==> src/rtl/sha512_pkg.sv <==
// Shared definitions for the SHA-512 core.
// Holds the sequencing state encoding, the block and round geometry, and the
// initial hash value loaded into the hash state when a new message starts.
package sha512_pkg;

    localparam int N_WORDS    = 16;
    localparam int N_ROUNDS   = 80;
    localparam int K_LAST_IDX = N_ROUNDS - 1;

    typedef enum logic [2:0] {
        S_IDLE   = 3'd0,
        S_LOAD   = 3'd1,
        S_PRIME  = 3'd2,
        S_ROUND  = 3'd3,
        S_UPDATE = 3'd4,
        S_DONE   = 3'd5
    } state_t;

    localparam logic [63:0] SHA512_IV [8] = '{
        64'h6a09e667f3bcc908, 64'hbb67ae8584caa73b,
        64'h3c6ef372fe94f82b, 64'ha54ff53a5f1d36f1,
        64'h510e527fade682d1, 64'h9b05688c2b3e6c1f,
        64'h1f83d9abfb41bd6b, 64'h5be0cd19137e2179
    };

endpackage

==> src/rtl/sha512_round_ctr.sv <==
// 7-bit round counter for the SHA-512 compression loop.
// Ports:
//   i_clk, i_rst : clock, synchronous active-high reset
//   i_clr        : force count to 0 (priority over enable)
//   i_en         : advance one round; wraps to 0 after the last round
//   o_cnt        : current round index 0..79
//   o_tc         : count is at the last round (79)
//   o_lt16       : count is within the message-word rounds (< 16)
module sha512_round_ctr
    import sha512_pkg::*;
(
    input  logic       i_clk,
    input  logic       i_rst,
    input  logic       i_clr,
    input  logic       i_en,
    output logic [6:0] o_cnt,
    output logic       o_tc,
    output logic       o_lt16
);

    logic [6:0] r_cnt;
    logic       w_tc;

    assign w_tc = (r_cnt == 7'(K_LAST_IDX));

    // Wrapping at terminal count leaves the index at 0 between blocks.
    always_ff @(posedge i_clk) begin
        if (i_rst || i_clr) begin
            r_cnt <= '0;
        end else if (i_en) begin
            r_cnt <= w_tc ? 7'd0 : r_cnt + 7'd1;
        end
    end

    assign o_cnt  = r_cnt;
    assign o_tc   = w_tc;
    assign o_lt16 = (r_cnt < 7'(N_WORDS));

endmodule

==> src/rtl/sha512_round_ctrl.sv <==
// Sequencing controller for the SHA-512 core: loads 16 words per block, runs
// 80 rounds while stepping the round-constant register, updates the hash
// state per block and presents the digest through a valid/ready handshake.
// Ports:
//   clk, rst                 : clock, synchronous active-high reset
//   start / busy             : begin a message (IDLE only) / not idle
//   word_valid / word_ready  : message word handshake (ready only in LOAD)
//   blk_last                 : final-block flag, sampled on the 16th beat
//   w_load_en, w_idx         : write strobe and index into W[0..15]
//   hash_init                : one-cycle pulse after start is accepted
//   ena_K_reg                : enable of the round-constant register
//   round_en, round_idx      : round t is performed this cycle
//   w_sel_msg                : round uses a loaded word rather than expansion
//   hash_update              : add working variables into hash state
//   digest_valid / digest_ready : digest handshake
//
// state  | meaning
// IDLE   | waiting for start
// LOAD   | accepting the 16 words of a block
// PRIME  | one cycle stepping K so K[0] is present in round 0
// ROUND  | 80 compression rounds
// UPDATE | fold working variables into the hash state
// DONE   | digest valid, waiting for digest_ready
module sha512_round_ctrl
    import sha512_pkg::*;
(
    input  logic       clk,
    input  logic       rst,
    input  logic       start,
    output logic       busy,
    input  logic       word_valid,
    output logic       word_ready,
    input  logic       blk_last,
    output logic       w_load_en,
    output logic [3:0] w_idx,
    output logic       hash_init,
    output logic       ena_K_reg,
    output logic       round_en,
    output logic [6:0] round_idx,
    output logic       w_sel_msg,
    output logic       hash_update,
    output logic       digest_valid,
    input  logic       digest_ready
);

    state_t     r_state;
    state_t     w_state_nxt;
    logic [3:0] r_w_idx;
    logic       r_last;
    logic       r_hash_init;
    logic       w_round_tc;
    logic       w_round_lt16;
    logic       w_last_word;
    logic       w_start_acc;

    sha512_round_ctr u_round_ctr (
        .i_clk  (clk),
        .i_rst  (rst),
        .i_clr  (r_state == S_PRIME),
        .i_en   (r_state == S_ROUND),
        .o_cnt  (round_idx),
        .o_tc   (w_round_tc),
        .o_lt16 (w_round_lt16)
    );

    assign w_last_word = (r_w_idx == 4'(N_WORDS - 1));
    assign w_start_acc = (r_state == S_IDLE) && start;

    always_ff @(posedge clk) begin
        if (rst) begin
            r_state <= S_IDLE;
        end else begin
            r_state <= w_state_nxt;
        end
    end

    always_comb begin
        w_state_nxt  = r_state;
        busy         = 1'b1;
        word_ready   = 1'b0;
        ena_K_reg    = 1'b0;
        round_en     = 1'b0;
        hash_update  = 1'b0;
        digest_valid = 1'b0;
        unique case (r_state)
            S_IDLE: begin
                busy = 1'b0;
                if (start) w_state_nxt = S_LOAD;
            end
            S_LOAD: begin
                word_ready = 1'b1;
                if (word_valid && w_last_word) w_state_nxt = S_PRIME;
            end
            S_PRIME: begin
                ena_K_reg   = 1'b1;
                w_state_nxt = S_ROUND;
            end
            S_ROUND: begin
                round_en = 1'b1;
                // 79 steps here plus the one in PRIME bring K back to index 0.
                ena_K_reg = !w_round_tc;
                if (w_round_tc) w_state_nxt = S_UPDATE;
            end
            S_UPDATE: begin
                hash_update = 1'b1;
                w_state_nxt = r_last ? S_DONE : S_LOAD;
            end
            S_DONE: begin
                digest_valid = 1'b1;
                if (digest_ready) w_state_nxt = S_IDLE;
            end
            default: begin
                busy        = 1'b0;
                w_state_nxt = S_IDLE;
            end
        endcase
    end

    assign w_load_en = word_valid & word_ready;
    assign w_sel_msg = round_en & w_round_lt16;

    // w_idx wraps from 15 to 0 on the last beat, so the next block starts at 0.
    always_ff @(posedge clk) begin
        if (rst) begin
            r_w_idx     <= '0;
            r_last      <= 1'b0;
            r_hash_init <= 1'b0;
        end else begin
            r_hash_init <= w_start_acc;
            if (w_start_acc || r_state == S_UPDATE) begin
                r_w_idx <= '0;
            end else if (w_load_en) begin
                r_w_idx <= r_w_idx + 4'd1;
            end
            if (w_load_en && w_last_word) begin
                r_last <= blk_last;
            end
        end
    end

    assign w_idx     = r_w_idx;
    assign hash_init = r_hash_init;

endmodule

==> config.mk <==
export PLATFORM = sky130hd
export DESIGN_NAME = sha512_round_ctrl
export DESIGN_NICKNAME = d
export VERILOG_FILES = /design/src/rtl/sha512_pkg.sv /design/src/rtl/sha512_round_ctr.sv /design/src/rtl/sha512_round_ctrl.sv
export SDC_FILE = /design/constraint.sdc
export NUM_CORES = 1
export LEC_CHECK = 0
export CAP_MARGIN = 20
export CORE_ASPECT_RATIO = 0.7
export CORE_UTILIZATION = 27
export DETAILED_ROUTE_END_ITERATION = 12
export MAX_ROUTING_LAYER = met4
export PLACE_DENSITY = 0.58
export REMOVE_ABC_BUFFERS = 1
export SLEW_MARGIN = 15
export SYNTH_ARGS = -nofsm -noshare
export SYNTH_HDL_FRONTEND = slang
export SYNTH_SLANG_ARGS = --single-unit
==> constraint.sdc <==
create_clock -name clk -period 4 [get_ports clk]
set_input_delay 0.6 -clock clk [delete_from_list [all_inputs] [get_ports clk]]
set_output_delay 0.6 -clock clk [all_outputs]
set_load 0.01 [all_outputs]
==> results of run 1 <==
report_power, final:
| part | internal (W) | total (W) | switching [W] |
|---|---|---|---|
| clock | 0.0000875 | 0.000150 | 0.0000628 |
| sequential | 0.000171 | 0.000207 | 0.0000367 |
| combinational | 0.0000803 | 0.000145 | 0.0000648 |
| total | 0.000339 | 0.000503 | 0.000164 |
metal layers:
metal,up-vias,wire length (um)
met5,-,0
met2,16,854
met3,4,62
met4,0,27
met1,371,1090
li1,408,-
worst max path at each step:
stage / start / end / slack (ns) / cells after the start
5_1_grt: r_state[1] / w_sel_msg / 1.19 / 3
2_1_floorplan: r_state[1] / w_sel_msg / 2.20 / 2
3_3_place_gp: word_valid / w_load_en / 1.46 / 3
4_1_cts: r_state[1] / w_sel_msg / 1.36 / 3
6_report: r_state[1] / w_sel_msg / 1.38 / 3
3_5_place_dp: word_valid / w_load_en / 1.43 / 3
critical path, cell delays in order, from the launching register on:
cell and delay (ns):
dfxtp_1 0.75, nand3b_4 0.22, nor4_1 0.21, clkdlybuf4s50_1 0.58
state kept, by name, summed over array words and instances (netlist names):
signal and count:
u_round_ctr.o_cnt 7, w_idx 4, r_last 1, hash_init 1, r_state 3
placed cells by master, fill, tap and decap left out, drive strengths merged, types with 2 or more instances in the layout:
cell           netlist  final
mux2i                2      2
nand3b               2      2
nand2                9      9
dfxtp               16     16
ha                   2      2
or3                  2      2
clkdlybuf4s50        0     25
xor2                 3      3
nor3                 3      3
o21ai                5      5
nand3                3      3
nor2b                2      2
nor3b                2      2
a211oi               2      2
clkbuf               0      4
and3                 3      3
xnor2                2      2
nor2                13     13
a31oi                2      2
nand4                2      2
nor4                 2      2
a21oi                9      9
inv                  2      2
per-stage QoR:
stage          util (%)  hold WS, ns
4_1_cts            38.3        0.502
2_1_floorplan         -        0.461
3_3_place_gp       36.5        0.486
3_5_place_dp       36.5        0.486
6_report           38.3        0.500
5_1_grt            38.3        0.531
final cells by class:
cell class | instances | area, um^2
Clock buffer | 4 | 55.1
Tap cell | 38 | 47.5
Fill cell | 323 | 1940
Sequential cell | 16 | 320
Multi-Input combinational cell | 78 | 524
Inverter | 2 | 7.51
Timing Repair Buffer | 25 | 250
cell families (layout without fill, tap and decap cells):
| kind of cell | count (synthesis) | after routing | synth area share, % |
|---|---|---|---|
| xor+xnor | 5 | 5 | 4.91 |
| buf+inv | 7 | 31 | 5.33 |
| mux | 2 | 2 | 2.24 |
| fa+ha+maj | 2 | 2 | 2.80 |
| flops | 16 | 16 | 35.9 |
| simple gates | 48 | 48 | 33.8 |
| compound gates | 21 | 21 | 15.0 |
==> results.tsv, run 1 <==
stage	metric	value	unit
status	status	complete, but fails checks	
status	failing checks	DRC	
synthesis	top cells by area, synth	dfxtp_1 36%, nor2_1 5.5%, a21oi_1 5.0%	
timing	Total Neg Setup Slack	0	ns
die	Ports	26	
grt	M1 GR Usage	16.9	%
cts	# clock sinks	16	
place	Cell Area, Placed	1150	um^2
timing	unrepaired setup endpoints after global routing	false	
die	row count	17	
hold_path	Hold Path Depth	2	
timing	Final Setup Violations	0	
detailed_routing	wire per inst	12.4	um
final_layout	Layout Nets	134	
final_layout	Area Growth Syn to Fin	35.1	%
power	pwr dens	417	nW/um^2
timing	fmax	0.381	GHz
hold_path	Hold Path End	r_last	
cts	H-tree depth	1	
final_layout	Layout Cell Area excl Fill	1200	um^2
flow_run	Max-Cap Viols	0	
grt	first-pass GRT wire length	3350	um
synthesis	ys async rst share	0	%
critical_path	R2R depth	5	
timing	worst-margin pin slew	0.669	ns
die	Starting Density	28.3	%
grt	GRT busiest layer	met2	
place	Port Buf Inserts	25	
place	DP HPWL	1460	um
synthesis	Syn Inst Count	101	
final_layout	ant diodes	0	
place	RD Place Congestion	0.822	
synthesis	Post-synth EDFFs	0	
synthesis	synthesized area per cell	8.83	um^2
detailed_routing	remaining antenna violation count	0	
detailed_routing	Pre-Repair DR Iteration Count	8	
critical_path	Reg2Reg Setup Slack	2.28	ns
grt	met3 Use GR	2.25	%
timing	Final Hold Viols	0	
critical_path	critical path class	flop to primary output	
timing	Slew headroom	55.3	%
final_layout	Final Non-Filler Cells	163	
cts	CTS buffer count	3	
cts	CTS tree	built	
power	Power, Total	0.000503	W
synthesis	fraction of the yosys area taken by sequential cells	35.9	%
power	P_leak	0.442	nW
grt	initial antenna violation count	0	
synthesis	FF+latch count, synth	16	
grt	vias in the first global route	712	
die	full die area	3540	um^2
die	Die Wd	70.7	um
synthesis	most frequent cell after synthesis	dfxtp_1	
cts	Setup Fix Bufs, Post-CTS	0	
timing	period utilization	65.6	%
synthesis	Cell variety after synth	40	
place	Cells after DPL	159	
power	Peak VDD IR	0.107	mV
cts	Clock Tree Buf Depth	2	
grt	Tot GR Track Use	12.6	%
synthesis	post-synth top area share	35.9	%
cts	CTS-repair resized insts	0	
timing	clk_skew	0.000826	ns
critical_path	Max Fanout on Critical Path	17	
critical_path	Critical R2R Capture	u_round_ctr.o_cnt[4]	
detailed_routing	via count	799	
cts	clock-pin transition on the worst setup and hold timing paths	0.07	ns
synthesis	Yosys Warn Count	0	
die	Core Area	3150	um^2
detailed_routing	via/cell ratio	4.90	
final_layout	layout cell share with drive strength beyond 1	12.0	%
timing	Final Max Tran Viols	0	
critical_path	Worst R2R Start	r_state[1]	
hold_path	worst hold start	r_last	
detailed_routing	Routed WL	2030	um
hold_path	min-delay worst type	flop to flop	
detailed_routing	DR DRC count	4	
critical_path	CP endpoint kind	primary output	
synthesis	area leader, netlist	dfxtp_1	
critical_path	worst endpoint required time	3.40	ns
cts	root buf cell	clkbuf_8	
die	Die Height	50.1	um
timing	fin crit period	2.62	ns
detailed_routing	starting DRC count in detailed routing	23	
place	Setup WS pre-CTS	1.43	ns
critical_path	crit path launch type	flop	
cts	Clock Latency Late Sink	0.25	ns
critical_path	Worst EP arrival	2.02	ns
grt	GR Layer Usage met2	18.4	%
grt	largest net degree at the start of global routing	18	
timing	post-route setup slack	1.38	ns
grt	grt ovf	0	
synthesis	Post-synth top cells	16 x dfxtp_1, 13 x nor2_1, 9 x a21oi_1, 8 x nand2_1	
synthesis	ys flop type	dfxtp_1	
synthesis	area of the mapped netlist	892	um^2
cts	CTS Hold Bufs	0	
Power figures use the tool's default switching activity.
==> inputs of run 2 (changes only) <==
==> constraint.sdc (replaced) <==
create_clock -name clk -period 2.6 [get_ports clk]
set_input_delay 0.39 -clock clk [delete_from_list [all_inputs] [get_ports clk]]
set_output_delay 0.39 -clock clk [all_outputs]
set_load 0.01 [all_outputs]
==> run 2 against run 1 <==
The flow still finishes with violations (DRC). Critical path type unchanged. Cell area decreased by 0.52%. Flip-flop and latch count unchanged. Global-route usage increased by 1.5 points. Clock-buffer cell count decreased by 1. Sequential share of layout area increased by 0.14 points. Final cell count unchanged. Via count increased by 0.75%. Hold slack improved by 0.00080 ns. Worst setup slack got worse by 1.1 ns.
==> results.tsv, run 2 (synthesized netlist as in run 1, its figures left out) <==
stage	metric	value	unit
power	Seq pwr share	42.3	%
die	Ports	26	
die	Core Area	3150	um^2
timing	fin crit period	2.32	ns
timing	period utilization	89.3	%
place	RD Place Congestion	0.833	
cts	Clock Tree Buf Depth	2	
die	row count	17	
power	Logic pwr share	32.2	%
timing	Final Hold Viols	0	
cts	clock-pin transition on the worst setup and hold timing paths	0.06	ns
detailed_routing	starting DRC count in detailed routing	34	
timing	Final Setup Violations	0	
power	Pint	0.000493	W
cts	H-tree depth	1	
grt	grt ovf	0	
final_layout	Final Non-Filler Cells	163	
grt	Tot GR Track Use	14.2	%
grt	first-pass GRT wire length	3770	um
power	pwr dens	615	nW/um^2
grt	largest net degree at the start of global routing	16	
detailed_routing	Routed WL	2140	um
place	Port Buf Inserts	25	
detailed_routing	wire per inst	13.1	um
place	DP HPWL	1570	um
power	sw frac	33.2	%
power	P_leak	0.440	nW
power	share of total power in the clock network	25.5	%
critical_path	Max Fanout on Critical Path	5	
final_layout	Area Growth Syn to Fin	34.4	%
cts	CTS buffer count	3	
power	Peak VDD IR	0.214	mV
grt	vias in the first global route	789	
status	status	complete, but fails checks	
detailed_routing	Pre-Repair DR Iteration Count	7	
critical_path	critical path class	flop to primary output	
die	Die Wd	70.7	um
final_layout	most common cell after layout, fill and taps aside	clkdlybuf4s50_1	
timing	worst-margin pin slew	0.528	ns
cts	CTS-repair resized insts	0	
cts	CTS Hold Bufs	0	
timing	fmax	0.431	GHz
critical_path	Worst EP arrival	1.93	ns
final_layout	Largest register FFs	7	
cts	# clock sinks	16	
final_layout	commonest non-fill, non-tap cells in the layout	25 x clkdlybuf4s50_1, 16 x dfxtp_1, 13 x nor2_1, 9 x a21oi_1, 8 x nand2_1	
cts	root buf cell	clkbuf_8	
die	full die area	3540	um^2
critical_path	Reg2Reg Setup Slack	0.97	ns
cts	Setup Fix Bufs, Post-CTS	0	
critical_path	worst endpoint required time	2.21	ns
timing	clk_skew	0.00752	ns
timing	Slew headroom	64.7	%
timing	unrepaired setup endpoints after global routing	false	
flow_run	Max-Cap Viols	0	
final_layout	Layout Nets	135	
cts	Clock Latency Late Sink	0.25	ns
final_layout	layout cell share with drive strength beyond 1	12.0	%
critical_path	CP endpoint kind	primary output	
place	Cells after DPL	160	
timing	Total Neg Setup Slack	0	ns
detailed_routing	remaining antenna violation count	0	
cts	CTS tree	built	
timing	Final Max Tran Viols	0	
grt	initial antenna violation count	0	
status	failing checks	DRC	
detailed_routing	via/cell ratio	4.94	
hold_path	min-delay worst type	flop to flop	
power	Sw Pwr	0.000245	W
detailed_routing	via count	805	
die	Starting Density	28.3	%
critical_path	crit path launch type	flop	
final_layout	ant diodes	0	
die	Die Height	50.1	um
detailed_routing	DR DRC count	4	
==> run 2: area by class of cell <==
type | instances | area, um^2
Inverter | 2 | 7.51
Sequential cell | 16 | 320
Tap cell | 38 | 47.5
Clock buffer | 3 | 41.3
Fill cell | 322 | 1950
Timing Repair Buffer | 26 | 258
Multi-Input combinational cell | 78 | 524
==> run 2: layer usage <==
| layer | up-vias | routed length [um] | track usage (%) |
|---|---|---|---|
| met5 | - | 0 | - |
| met3 | 8 | 73 | 2.66 |
| met4 | 0 | 62 | 8.33 |
| met1 | 369 | 1050 | 18.2 |
| li1 | 414 | - | - |
| met2 | 14 | 948 | 20.7 |
==> run 2: critical path, stage by stage, from the launching register on <==
cell	delay [ns]
dfxtp_1	0.34
ha_1	0.21
and3_1	0.23
and3_4	0.20
a21oi_1	0.15
clkdlybuf4s50_1	0.55
==> run 2: worst paths after layout <==
| check | from | endpoint | cells after the start |
|---|---|---|---|
| max | u_round_ctr.o_cnt[0] | ena_K_reg | 5 |
| min reg2reg | u_round_ctr.o_cnt[0] | u_round_ctr.o_cnt[0] | 2 |
| max reg2reg | w_idx[0] | r_state[2] | 5 |
| min | u_round_ctr.o_cnt[0] | u_round_ctr.o_cnt[0] | 2 |
==> run 2: power groups by stage <==
stage          clock network (W)  registers [W]  logic, W
5_1_grt                 0.000204       0.000318  0.000260
3_3_place_gp                   0       0.000316  0.000233
3_5_place_dp                   0       0.000318  0.000238
6_report                0.000188       0.000312  0.000238
2_1_floorplan                  0       0.000315  0.000130
4_1_cts                 0.000195       0.000312  0.000240
==> run 2: stage by stage <==
step / worst slack (ns) / total power (W) / hold WS [ns] / area, um^2 / utilization (%)
2_1_floorplan: 1.01 / 0.000445 / 0.456 / 852 / -
3_3_place_gp: 0.480 / 0.000549 / 0.475 / 1160 / 36.8
3_5_place_dp: 0.427 / 0.000556 / 0.489 / 1160 / 36.8
4_1_cts: 0.251 / 0.000747 / 0.503 / 1200 / 38.1
5_1_grt: 0.141 / 0.000781 / 0.532 / 1200 / 38.1
6_report: 0.277 / 0.000738 / 0.501 / 1200 / 38.1
